==> src/rtl/sd_cmd_pkg.sv <==
// Shared types and constants for the SD command-line arbiter.
// Holds the FSM encoding, bus widths and the round-robin pick helper.
package sd_cmd_pkg;

    localparam int CMD_W  = 40;
    localparam int RESP_W = 136;

    localparam logic REQ_HOST = 1'b0;
    localparam logic REQ_DATA = 1'b1;

    typedef enum logic [2:0] {
        S_IDLE,
        S_ISSUE,
        S_WAIT_RESP,
        S_ACK,
        S_ABORT,
        S_DONE
    } state_t;

    // A tie goes to whichever requester did not own the line last time.
    function automatic logic rr_pick(
        input logic v0,
        input logic v1,
        input logic last
    );
        if (v0 && v1) begin
            return ~last;
        end
        return v1 ? REQ_DATA : REQ_HOST;
    endfunction

endpackage

==> src/rtl/sd_cmd_arbiter_if.sv <==
// Requester and physical-controller signals of the command arbiter.
// slave is the arbiter side; master is the requester/phy side.
interface sd_cmd_arbiter_if;
    import sd_cmd_pkg::*;

    logic              req0_valid;
    logic              req1_valid;
    logic [CMD_W-1:0]  req0_cmd;
    logic [CMD_W-1:0]  req1_cmd;
    logic              req0_grant;
    logic              req1_grant;
    logic              req0_done;
    logic              req1_done;
    logic              done_timeout;
    logic [RESP_W-1:0] resp_data;
    logic              abort;

    logic              phy_strobe_in;
    logic [CMD_W-1:0]  phy_cmd;
    logic              phy_ack_in;
    logic              phy_idle_in;
    logic              phy_strobe_out;
    logic              phy_ack_out;
    logic [RESP_W-1:0] phy_response;

    modport slave (
        input  req0_valid, req1_valid, req0_cmd, req1_cmd, abort,
        input  phy_strobe_out, phy_ack_out, phy_response,
        output req0_grant, req1_grant, req0_done, req1_done,
        output done_timeout, resp_data,
        output phy_strobe_in, phy_cmd, phy_ack_in, phy_idle_in
    );

    modport master (
        output req0_valid, req1_valid, req0_cmd, req1_cmd, abort,
        output phy_strobe_out, phy_ack_out, phy_response,
        input  req0_grant, req1_grant, req0_done, req1_done,
        input  done_timeout, resp_data,
        input  phy_strobe_in, phy_cmd, phy_ack_in, phy_idle_in
    );

endinterface

==> src/rtl/sd_cmd_watchdog.sv <==
// Saturating response watchdog for the command arbiter.
// terminal is high once the count reaches TIMEOUT_CYCLES-1.
module sd_cmd_watchdog #(
    parameter int TIMEOUT_CYCLES = 1024
) (
    input  logic sd_clock,
    input  logic reset,
    input  logic clear,
    input  logic enable,
    output logic terminal
);

    localparam int W = (TIMEOUT_CYCLES > 1) ? $clog2(TIMEOUT_CYCLES) : 1;
    localparam logic [W-1:0] LAST = W'(TIMEOUT_CYCLES - 1);

    logic [W-1:0] count;

    assign terminal = (count == LAST);

    // Count while enabled, hold at the terminal value, restart on clear.
    always_ff @(posedge sd_clock) begin
        if (reset) begin
            count <= '0;
        end else if (clear) begin
            count <= '0;
        end else if (enable && !terminal) begin
            count <= count + 1'b1;
        end
    end

endmodule

==> src/rtl/sd_cmd_arbiter.sv <==
// Round-robin arbiter in front of the SD command physical controller.
// Issues one command at a time, captures the response, handles abort.
module sd_cmd_arbiter
    import sd_cmd_pkg::*;
#(
    parameter int TIMEOUT_CYCLES = 1024
) (
    input  logic            sd_clock,
    input  logic            reset,
    sd_cmd_arbiter_if.slave bus
);

    state_t            state;
    state_t            state_nx;
    logic              owner;
    logic              last_owner;
    logic              to_flag;
    logic              wd_term;
    logic              sel;
    logic              any_req;
    logic [CMD_W-1:0]  cmd_q;
    logic [RESP_W-1:0] resp_q;

    assign any_req = bus.req0_valid | bus.req1_valid;
    assign sel     = rr_pick(bus.req0_valid, bus.req1_valid, last_owner);

    assign bus.phy_cmd   = cmd_q;
    assign bus.resp_data = resp_q;

    sd_cmd_watchdog #(
        .TIMEOUT_CYCLES(TIMEOUT_CYCLES)
    ) u_wd (
        .sd_clock(sd_clock),
        .reset   (reset),
        .clear   (state == S_ISSUE),
        .enable  ((state == S_WAIT_RESP) || (state == S_ACK)),
        .terminal(wd_term)
    );

    // State register.
    always_ff @(posedge sd_clock) begin
        if (reset) begin
            state <= S_IDLE;
        end else begin
            state <= state_nx;
        end
    end

    // Next-state decode and state-only output decode.
    always_comb begin
        state_nx          = state;
        bus.req0_grant    = 1'b0;
        bus.req1_grant    = 1'b0;
        bus.req0_done     = 1'b0;
        bus.req1_done     = 1'b0;
        bus.done_timeout  = 1'b0;
        bus.phy_strobe_in = 1'b0;
        bus.phy_ack_in    = 1'b0;
        bus.phy_idle_in   = 1'b0;
        unique case (state)
            S_IDLE: begin
                if (any_req) begin
                    state_nx = S_ISSUE;
                end
            end
            S_ISSUE: begin
                bus.phy_strobe_in = 1'b1;
                bus.req0_grant    = (owner == REQ_HOST);
                bus.req1_grant    = (owner == REQ_DATA);
                state_nx          = bus.abort ? S_ABORT : S_WAIT_RESP;
            end
            S_WAIT_RESP: begin
                if (bus.abort) begin
                    state_nx = S_ABORT;
                end else if (bus.phy_strobe_out) begin
                    state_nx = S_ACK;
                end else if (wd_term) begin
                    state_nx = S_ABORT;
                end
            end
            S_ACK: begin
                bus.phy_ack_in = 1'b1;
                if (bus.abort) begin
                    state_nx = S_ABORT;
                end else if (bus.phy_ack_out) begin
                    state_nx = S_DONE;
                end else if (wd_term) begin
                    state_nx = S_ABORT;
                end
            end
            S_ABORT: begin
                bus.phy_idle_in = 1'b1;
                state_nx        = S_DONE;
            end
            S_DONE: begin
                bus.req0_done    = (owner == REQ_HOST);
                bus.req1_done    = (owner == REQ_DATA);
                bus.done_timeout = to_flag;
                state_nx         = S_IDLE;
            end
            default: begin
                state_nx = S_IDLE;
            end
        endcase
    end

    // Owner selection, command latch and round-robin history.
    always_ff @(posedge sd_clock) begin
        if (reset) begin
            owner      <= REQ_HOST;
            last_owner <= REQ_DATA;
            cmd_q      <= '0;
        end else if ((state == S_IDLE) && any_req) begin
            owner      <= sel;
            last_owner <= sel;
            cmd_q      <= sel ? bus.req1_cmd : bus.req0_cmd;
        end
    end

    // Response capture; an abort in the same cycle suppresses it.
    always_ff @(posedge sd_clock) begin
        if (reset) begin
            resp_q <= '0;
        end else if ((state == S_WAIT_RESP) && bus.phy_strobe_out
                     && !bus.abort) begin
            resp_q <= bus.phy_response;
        end
    end

    // Completion status: set on the abort path, cleared per transaction.
    always_ff @(posedge sd_clock) begin
        if (reset) begin
            to_flag <= 1'b0;
        end else if (state == S_ABORT) begin
            to_flag <= 1'b1;
        end else if (state == S_ISSUE) begin
            to_flag <= 1'b0;
        end
    end

endmodule

==> src/flat_wrapper.sv <==
// flat-port wrapper written by rule: the top's interface ports become plain ports
module sd_cmd_arbiter_flat import sd_cmd_pkg::*;
#(
    parameter int TIMEOUT_CYCLES = 1024
)
  (sd_clock, reset, bus_req0_valid, bus_req1_valid, bus_req0_cmd, bus_req1_cmd, bus_abort, bus_phy_strobe_out, bus_phy_ack_out, bus_phy_response, bus_req0_grant, bus_req1_grant, bus_req0_done, bus_req1_done, bus_done_timeout, bus_resp_data, bus_phy_strobe_in, bus_phy_cmd, bus_phy_ack_in, bus_phy_idle_in);
  sd_cmd_arbiter_if bus_i ();
  input  logic sd_clock;
  input  logic reset;
  input wire logic [$bits(bus_i.req0_valid)-1:0] bus_req0_valid;
  input wire logic [$bits(bus_i.req1_valid)-1:0] bus_req1_valid;
  input wire logic [$bits(bus_i.req0_cmd)-1:0] bus_req0_cmd;
  input wire logic [$bits(bus_i.req1_cmd)-1:0] bus_req1_cmd;
  input wire logic [$bits(bus_i.abort)-1:0] bus_abort;
  input wire logic [$bits(bus_i.phy_strobe_out)-1:0] bus_phy_strobe_out;
  input wire logic [$bits(bus_i.phy_ack_out)-1:0] bus_phy_ack_out;
  input wire logic [$bits(bus_i.phy_response)-1:0] bus_phy_response;
  output wire logic [$bits(bus_i.req0_grant)-1:0] bus_req0_grant;
  output wire logic [$bits(bus_i.req1_grant)-1:0] bus_req1_grant;
  output wire logic [$bits(bus_i.req0_done)-1:0] bus_req0_done;
  output wire logic [$bits(bus_i.req1_done)-1:0] bus_req1_done;
  output wire logic [$bits(bus_i.done_timeout)-1:0] bus_done_timeout;
  output wire logic [$bits(bus_i.resp_data)-1:0] bus_resp_data;
  output wire logic [$bits(bus_i.phy_strobe_in)-1:0] bus_phy_strobe_in;
  output wire logic [$bits(bus_i.phy_cmd)-1:0] bus_phy_cmd;
  output wire logic [$bits(bus_i.phy_ack_in)-1:0] bus_phy_ack_in;
  output wire logic [$bits(bus_i.phy_idle_in)-1:0] bus_phy_idle_in;
  assign bus_i.req0_valid = bus_req0_valid;
  assign bus_i.req1_valid = bus_req1_valid;
  assign bus_i.req0_cmd = bus_req0_cmd;
  assign bus_i.req1_cmd = bus_req1_cmd;
  assign bus_i.abort = bus_abort;
  assign bus_i.phy_strobe_out = bus_phy_strobe_out;
  assign bus_i.phy_ack_out = bus_phy_ack_out;
  assign bus_i.phy_response = bus_phy_response;
  assign bus_req0_grant = bus_i.req0_grant;
  assign bus_req1_grant = bus_i.req1_grant;
  assign bus_req0_done = bus_i.req0_done;
  assign bus_req1_done = bus_i.req1_done;
  assign bus_done_timeout = bus_i.done_timeout;
  assign bus_resp_data = bus_i.resp_data;
  assign bus_phy_strobe_in = bus_i.phy_strobe_in;
  assign bus_phy_cmd = bus_i.phy_cmd;
  assign bus_phy_ack_in = bus_i.phy_ack_in;
  assign bus_phy_idle_in = bus_i.phy_idle_in;
  sd_cmd_arbiter #(.TIMEOUT_CYCLES(TIMEOUT_CYCLES)) u_core (.sd_clock(sd_clock), .reset(reset), .bus(bus_i));
endmodule
==> config.mk <==
export PLATFORM = sky130hd
export DESIGN_NAME = sd_cmd_arbiter_flat
export DESIGN_NICKNAME = d
export VERILOG_FILES = /design/src/rtl/sd_cmd_pkg.sv /design/src/rtl/sd_cmd_arbiter_if.sv /design/src/rtl/sd_cmd_watchdog.sv /design/src/rtl/sd_cmd_arbiter.sv /design/src/flat_wrapper.sv
export SDC_FILE = /design/constraint.sdc
export NUM_CORES = 1
export LEC_CHECK = 0
export ABC_AREA = 1
export CORE_AREA = 10 10 150 152
export CTS_CLUSTER_DIAMETER = 40
export CTS_CLUSTER_SIZE = 16
export DETAILED_ROUTE_END_ITERATION = 8
export DIE_AREA = 0 0 160 162
export GPL_ROUTABILITY_DRIVEN = 0
export PLACE_DENSITY_LB_ADDON = 0.3
export SYNTH_ARGS = -nofsm -noshare
export SYNTH_HDL_FRONTEND = slang
export SYNTH_SLANG_ARGS = --single-unit
==> constraint.sdc <==
create_clock -name sd_clock -period 2.65 [get_ports sd_clock]
set_input_delay 0.53 -clock sd_clock [delete_from_list [all_inputs] [get_ports sd_clock]]
set_output_delay 0.53 -clock sd_clock [all_outputs]
set_load 0.02 [all_outputs]
==> impl_metrics.py <==
metrics = {
    "floorplanning": {
        "io_pins": 407,
        "die_area_um2": 25900,
        "initial_utilization": 0.400,
        "coreArea_um2": 19400,
        "die_h_um": 162,
        "rows": 51,
        "die_w_um": 160,
    },
    "worst_setup_path": {
        "required_ns": 2.12,
        "reg2reg_to": "u_core.u_wd.count[5]",
        "start_kind": "flop",
        "r2r_setup_slack_ns": 0.80,
        "worst_r2r_path_depth": 8,
        "crit_path_max_fanout": 5,
        "rr_startpoint": "u_core.u_wd.count[0]",
        "cp_data_arrival_time_ns": 1.87,
        "cp-end-kind": "primary output",
        "critPathKind": "reg2out",
    },
    "logic_synthesis": {
        "yosysSeqAreaShare": 0.495,
        "async_flop_share": 0,
        "synth_warnings": 0,
        "synth_seq_cells": 192,
        "synth_nets": 1266,
        "synth_edf_count": 0,
        "synth_flop_cell": "dfxtp_1",
        "synthCells": 1042,
        "syn_area_per_cell_um2": 7.45,
        "ys_types": 30,
        "syn_area_um2": 7770,
    },
    "timing": {
        "skew_ns": 0.0160,
        "rsz0062_at_grt": "false",
        "drv_slew": 0,
        "setup_viol": 0,
        "hold_slack_ns": 0.443,
        "max_freq_ghz": 0.417,
        "hold_viol_final": 0,
        "worstMarginPinSlew_ns": 0.684,
        "post-route-period-util": 0.906,
        "maxSlewHeadroom": 0.543,
        "fin_ws_ns": 0.249,
        "fin_setup_tns_ns": 0,
        "fin_crit_ns": 2.40,
    },
    "layout": {
        "finalNetCount": 1644,
        "fin_util": 0.646,
        "diodes": 0,
        "num-fill-cells": 1691,
        "final_layout_size_suffix_gt1_frac": 0.0468,
        "area_growth_syn_to_layout_pct": 61.5,
    },
    "place": {
        "dp_hpwl_um": 22100,
        "port_buffers": 406,
        "dpl_worst_slack_ns": 0.538,
    },
    "routing": {
        "drtIter0Drc": 416,
        "wirelength_um": 28100,
        "dr_total_vias": 7772,
        "first_pass_iters": 4,
        "drt_drc_violations_left": 0,
        "post_drt_wl_per_cell_um": 16.6,
        "viasPerCell": 4.58,
        "final_antenna_net_count": 0,
    },
    "worst_hold_path": {
        "hp-start": "u_core.bus.resp_data[10]",
        "holdPathStages": 2,
        "hold_end": "u_core.bus.resp_data[10]",
        "holdCritPathClass": "reg2reg",
    },
    "global_route": {
        "antenna_found_initial": 1,
        "grt_usage": 0.203,
        "grt_pass1_wl_um": 41900,
        "grt_overflow_total": 0,
        "grt_pass1_vias": 7498,
        "grt_max_degree": 78,
    },
    "clocking": {
        "cts_sinks": 192,
        "cts_root_buf": "clkbuf_16",
        "cts_hold_buffers": 0,
        "cts_tree": "done",
        "clk_pin_slew_worst_paths_ns": 0.07,
        "clk_path_buf_depth": 2,
        "cts_buffers": 17,
        "cts.repair.resized": 0,
        "post-cts-setup-buffers": 0,
        "clock_latency_ns": 0.43,
        "htreeDepth": 4,
    },
    "job": {
        "cap_violations": 0,
    },
    "pwr": {
        "power_w": 0.00680,
        "p_leak_nw": 4.64,
        "ir_drop_mv": 0.410,
        "powerDensity_nw_per_um2": 543,
    },
    "outcome": {
        "status": "completed",
    },
}
[state kept, by name (all words and copies together), names as in the netlist]
signal / flops
u_core.last_owner: 1
u_core.bus.phy_cmd: 40
u_core.bus.resp_data: 136
u_core.state: 3
u_core.u_wd.count: 10
u_core.to_flag: 1
u_core.owner: 1
[layout make-up]
class	count	area, um2	area share
Sequential cell	192	3840	0.306
Clock inverter	12	124	0.00988
Inverter	155	583	0.0465
Tap cell	265	332	0.0264
Clock buffer	20	447	0.0356
Timing Repair Buffer	427	4330	0.346
Multi-Input combinational cell	627	2880	0.229
[cells by family (layout without fill, tap and decap cells)]
kind of cell | count (synthesis) | count (layout) | synth area share
adders and majority gates | 1 | 1 | 0.00161
DFF | 192 | 192 | 0.495
buffers and inverters | 223 | 614 | 0.135
AOI/OAI and AO/OA | 333 | 333 | 0.217
xor gates and xnor gates | 3 | 3 | 0.00338
and+or+nand+nor | 290 | 290 | 0.149
[worst max-delay path by stage]
stage	slack, ns	to	from
2_1_floorplan	1.18	u_core.u_wd.count[0]	u_core.u_wd.count[0]
3_3_place_gp	0.55	u_core.bus.phy_cmd[8]	bus_req0_valid
3_5_place_dp	0.54	u_core.bus.resp_data[68]	bus_abort
4_1_cts	0.23	bus_req0_grant	u_core.state[0]
5_1_grt	0.15	bus_phy_idle_in	u_core.state[0]
6_report	0.25	bus_req0_grant	u_core.state[0]
[cells in the final DEF (no fill, tap or decap)]
| master | instances |
|---|---|
| clkdlybuf4s50_1 | 406 |
| nand2_1 | 247 |
| dfxtp_1 | 192 |
| a21oi_1 | 190 |
| inv_1 | 150 |
| o21ai_1 | 111 |
| o21ai_0 | 28 |
| nor2_1 | 20 |
| clkbuf_16 | 17 |
| buf_4 | 12 |
| nand3_1 | 9 |
| buf_12 | 9 |
| inv_2 | 4 |
| nand2_2 | 4 |
| clkinv_2 | 3 |
| nand4_1 | 3 |
| inv_8 | 3 |
| inv_6 | 3 |
| nor2_2 | 2 |
| xor2_1 | 2 |
| clkbuf_1 | 2 |
| clkinvlp_4 | 2 |
| o21ai_4 | 1 |
| nor2_4 | 1 |
| nand3_4 | 1 |
| a31oi_1 | 1 |
| nor3b_1 | 1 |
| nand3b_1 | 1 |
| a21boi_0 | 1 |
| xnor2_1 | 1 |
| or2_2 | 1 |
| a21oi_2 | 1 |
| ha_1 | 1 |
| bufinv_16 | 1 |
| clkinv_4 | 1 |
| clkbuf_8 | 1 |
[Yosys cell counts, types with 2 or more instances]
| master | n | area share |
|---|---|---|
| inv_2 | 4 | 0.0019 |
| xor2_1 | 2 | 0.0023 |
| buf_6 | 16 | 0.023 |
| nand2_2 | 4 | 0.0032 |
| nand2_1 | 247 | 0.12 |
| buf_2 | 18 | 0.012 |
| inv_1 | 151 | 0.073 |
| clkbuf_1 | 18 | 0.0087 |
| o21ai_1 | 111 | 0.072 |
| nand4_1 | 3 | 0.0024 |
| dfxtp_1 | 192 | 0.49 |
| o21ai_0 | 28 | 0.018 |
| nand3_1 | 9 | 0.0058 |
| nor2_1 | 20 | 0.0097 |
| buf_4 | 14 | 0.014 |
| a21oi_1 | 190 | 0.12 |
| nor2_2 | 2 | 0.0016 |
[power breakdown]
group	switching [W]	internal, W	leakage [nW]
Sequential	0.0000627	0.00300	1.56
Clock	0.00117	0.00135	0.277
Combinational	0.000601	0.000628	2.81
[metrics by stage]
step	instances	instance area [um2]
6_report	1698	12500
5_1_grt	1698	12500
2_1_floorplan	1042	7770
3_5_place_dp	1666	12000
3_3_place_gp	1666	12000
4_1_cts	1698	12500
[worst max-delay path, cell delays in order, from the launching register on]
cell and delay (ns):
dfxtp_1 0.45, nand3_1 0.23, nor2_1 0.15, clkdlybuf4s50_1 0.62
[metal layers]
metal | share of wire | global-route usage
met5 | 0.00043 | 0
met4 | 0.021 | 0.0664
met3 | 0.11 | 0.104
met2 | 0.50 | 0.356
met1 | 0.37 | 0.206
No activity file was read; power rests on OpenSTA's default activity.
==> patch (same flow settings) <==
`TIMEOUT_CYCLES` is set to 1024 in 3 places; all go to 256.
--- a/src/rtl/sd_cmd_watchdog.sv
+++ b/src/rtl/sd_cmd_watchdog.sv
@@ -1,7 +1,7 @@
 // Saturating response watchdog for the command arbiter.
 // terminal is high once the count reaches TIMEOUT_CYCLES-1.
 module sd_cmd_watchdog #(
-    parameter int TIMEOUT_CYCLES = 1024
+    parameter int TIMEOUT_CYCLES = 256
 ) (
     input  logic sd_clock,
     input  logic reset,
--- a/src/rtl/sd_cmd_arbiter.sv
+++ b/src/rtl/sd_cmd_arbiter.sv
@@ -3,7 +3,7 @@
 module sd_cmd_arbiter
     import sd_cmd_pkg::*;
 #(
-    parameter int TIMEOUT_CYCLES = 1024
+    parameter int TIMEOUT_CYCLES = 256
 ) (
     input  logic            sd_clock,
     input  logic            reset,
--- a/src/flat_wrapper.sv
+++ b/src/flat_wrapper.sv
@@ -1,7 +1,7 @@
 // flat-port wrapper written by rule: the top's interface ports become plain ports
 module sd_cmd_arbiter_flat import sd_cmd_pkg::*;
 #(
-    parameter int TIMEOUT_CYCLES = 1024
+    parameter int TIMEOUT_CYCLES = 256
 )
   (sd_clock, reset, bus_req0_valid, bus_req1_valid, bus_req0_cmd, bus_req1_cmd, bus_abort, bus_phy_strobe_out, bus_phy_ack_out, bus_phy_response, bus_req0_grant, bus_req1_grant, bus_req0_done, bus_req1_done, bus_done_timeout, bus_resp_data, bus_phy_strobe_in, bus_phy_cmd, bus_phy_ack_in, bus_phy_idle_in);
   sd_cmd_arbiter_if bus_i ();
Behaviour: same outputs for any inputs over 4 cycles, from zero or initial values and one cycle with reset high; that may be too few to reach the edited logic, so the function may still have changed.
==> patch against the unedited design <==
- largest power group unchanged
- clock skew shrank 0.0075 ns
- synthesized area grew 11%
- cell count shrank 1.1%
- sequential cell count shrank 2
- setup slack lost 0.11 ns
- final area grew 5.0%
- routed wire length grew 15%
- via count grew 13%
- sequential power shrank 1%
- total power is essentially flat
- synthesized cell count grew 1.1%
- die area is the same
- worst hold slack gained 0.017 ns
==> patch: results (changes against the unedited design) <==
Power
  • Clock share of power: 0.369 (was 0.370)
  • Lkg Pwr: 4.48 nW (was 4.64 nW)
  • P_sw: 1.90 mW (was 1.83 mW)
  • Seq power: 3.02 mW (was 3.06 mW)
  • Worst vdd ir: 0.441 mV (was 0.410 mV)

Yosys
  • Sequential fraction of the synthesis area: 0.442 (was 0.495)
  • Top post-synthesis cells by area: dfxtp_1, nand2_1, a21oi_2 (was dfxtp_1, a21oi_1, nand2_1)
  • Syn Nets: 1,277 (was 1,266)
  • Yosys cell types: 24 (was 30)
  • Synth top cells by count: nand2_1, dfxtp_1, nand4_1 (was nand2_1, dfxtp_1, a21oi_1)

Setup path
  • Worst-path fanout max: 6 (was 5)
  • Crit path DAT: 1.98 ns (was 1.87 ns)

Global route
  • Largest net degree at the start of global routing: 138 (was 78)
  • Total track usage: 0.236 (was 0.203)
  • First-pass GRT wire length: 49,900 µm (was 41,900 µm)
  • GRT met1 Usage: 0.275 (was 0.206)
  • Global Route met2 Usage: 0.397 (was 0.356)
  • Grt met3 use: 0.0799 (was 0.104)
  • Antenna violations before repair: 0 (was 1)

Final layout
  • Share of post-route cells with drive strength above 1: 0.185 (was 0.0468)
  • Post-layout nets: 1,625 (was 1,644)

Route
  • Met2 routed WL: 15,900 µm (was 14,000 µm)
  • DR iter-0 viols: 681 (was 416)
  • Metal-1 WL: 12,700 µm (was 10,500 µm)
  • Top layer in use: met4 (was met5)
  • Vias per inst: 5.24 (was 4.58)
  • Drt pass-1 iters: 5 (was 4)
  • Per-cell routed wire length: 19.2 µm (was 16.6 µm)

CTS
  • CTS buffer count: 17 (unchanged)

Placement
  • Final HPWL DP: 23,400 µm (was 22,100 µm)

STA
  • Clock Skew: 0.00846 ns (was 0.0160 ns)
  • Slew margin rel.: 0.555 (was 0.543)

Hold path
  • HP Class: input pin to flip-flop (was flip-flop to flip-flop)

Run status
  • Status: finished clean (unchanged)
-- patch: changes by cell type in the layout (fill, tap and decap cells not counted), moves of 3 or more --
| cell | change |
|---|---|
| nand4_1 | +135 |
| o21ai_1 | -111 |
| o21ai_0 | -27 |
| nor2_1 | -3 |
| a21oi_1 | -100 |
| a21oi_2 | +99 |
| nand2_1 | +32 |
| inv_1 | -133 |
| nand2_2 | +97 |
-- patch: metrics by stage --
stage	worst slack [ns]	area, µm²	instances	total power [mW]
2_1_floorplan	1.10	8610	1053	3.67
3_3_place_gp	0.457	12600	1647	4.34
3_5_place_dp	0.382	12600	1647	4.35
4_1_cts	0.127	13200	1679	6.86
5_1_grt	0.0440	13200	1679	7.07
6_report	0.136	13200	1679	6.80
-- patch: cells by family (layout without fill, tap and decap cells) --
logic type / Yosys count / after routing / synth area share
simple gates: 551 / 551 / 0.316
compound gates: 191 / 191 / 0.155
fa+ha+maj: 1 / 1 / 0.00145
flops: 190 / 190 / 0.442
buf+inv: 117 / 478 / 0.0827
xor+xnor: 3 / 3 / 0.00305
-- patch: worst paths after layout --
kind / start / to / slack (ns) / cells after the start
min: reset / u_core.bus.resp_data[135] / 0.46 / 2
max reg2reg: u_core.state[2] / u_core.bus.resp_data[62] / 0.85 / 6
min reg2reg: u_core.bus.resp_data[116] / u_core.bus.resp_data[116] / 0.46 / 2
max: u_core.state[0] / bus_req1_grant / 0.14 / 3
-- patch: final cells by class --
type	instances	area (µm²)
clock buffers	20	447
clock inverters	12	124
fillers	1610	6220
inverters	21	81.3
multi-input cells	746	4090
flip-flops and latches	190	3800
well taps	265	332
repair buffers	425	4290
-- patch: critical path, cell delays in order, from the launching register on --
cell             delay, ns
dfxtp_1               0.47
nand3_1               0.27
nor2_1                0.15
clkdlybuf4s50_1       0.66
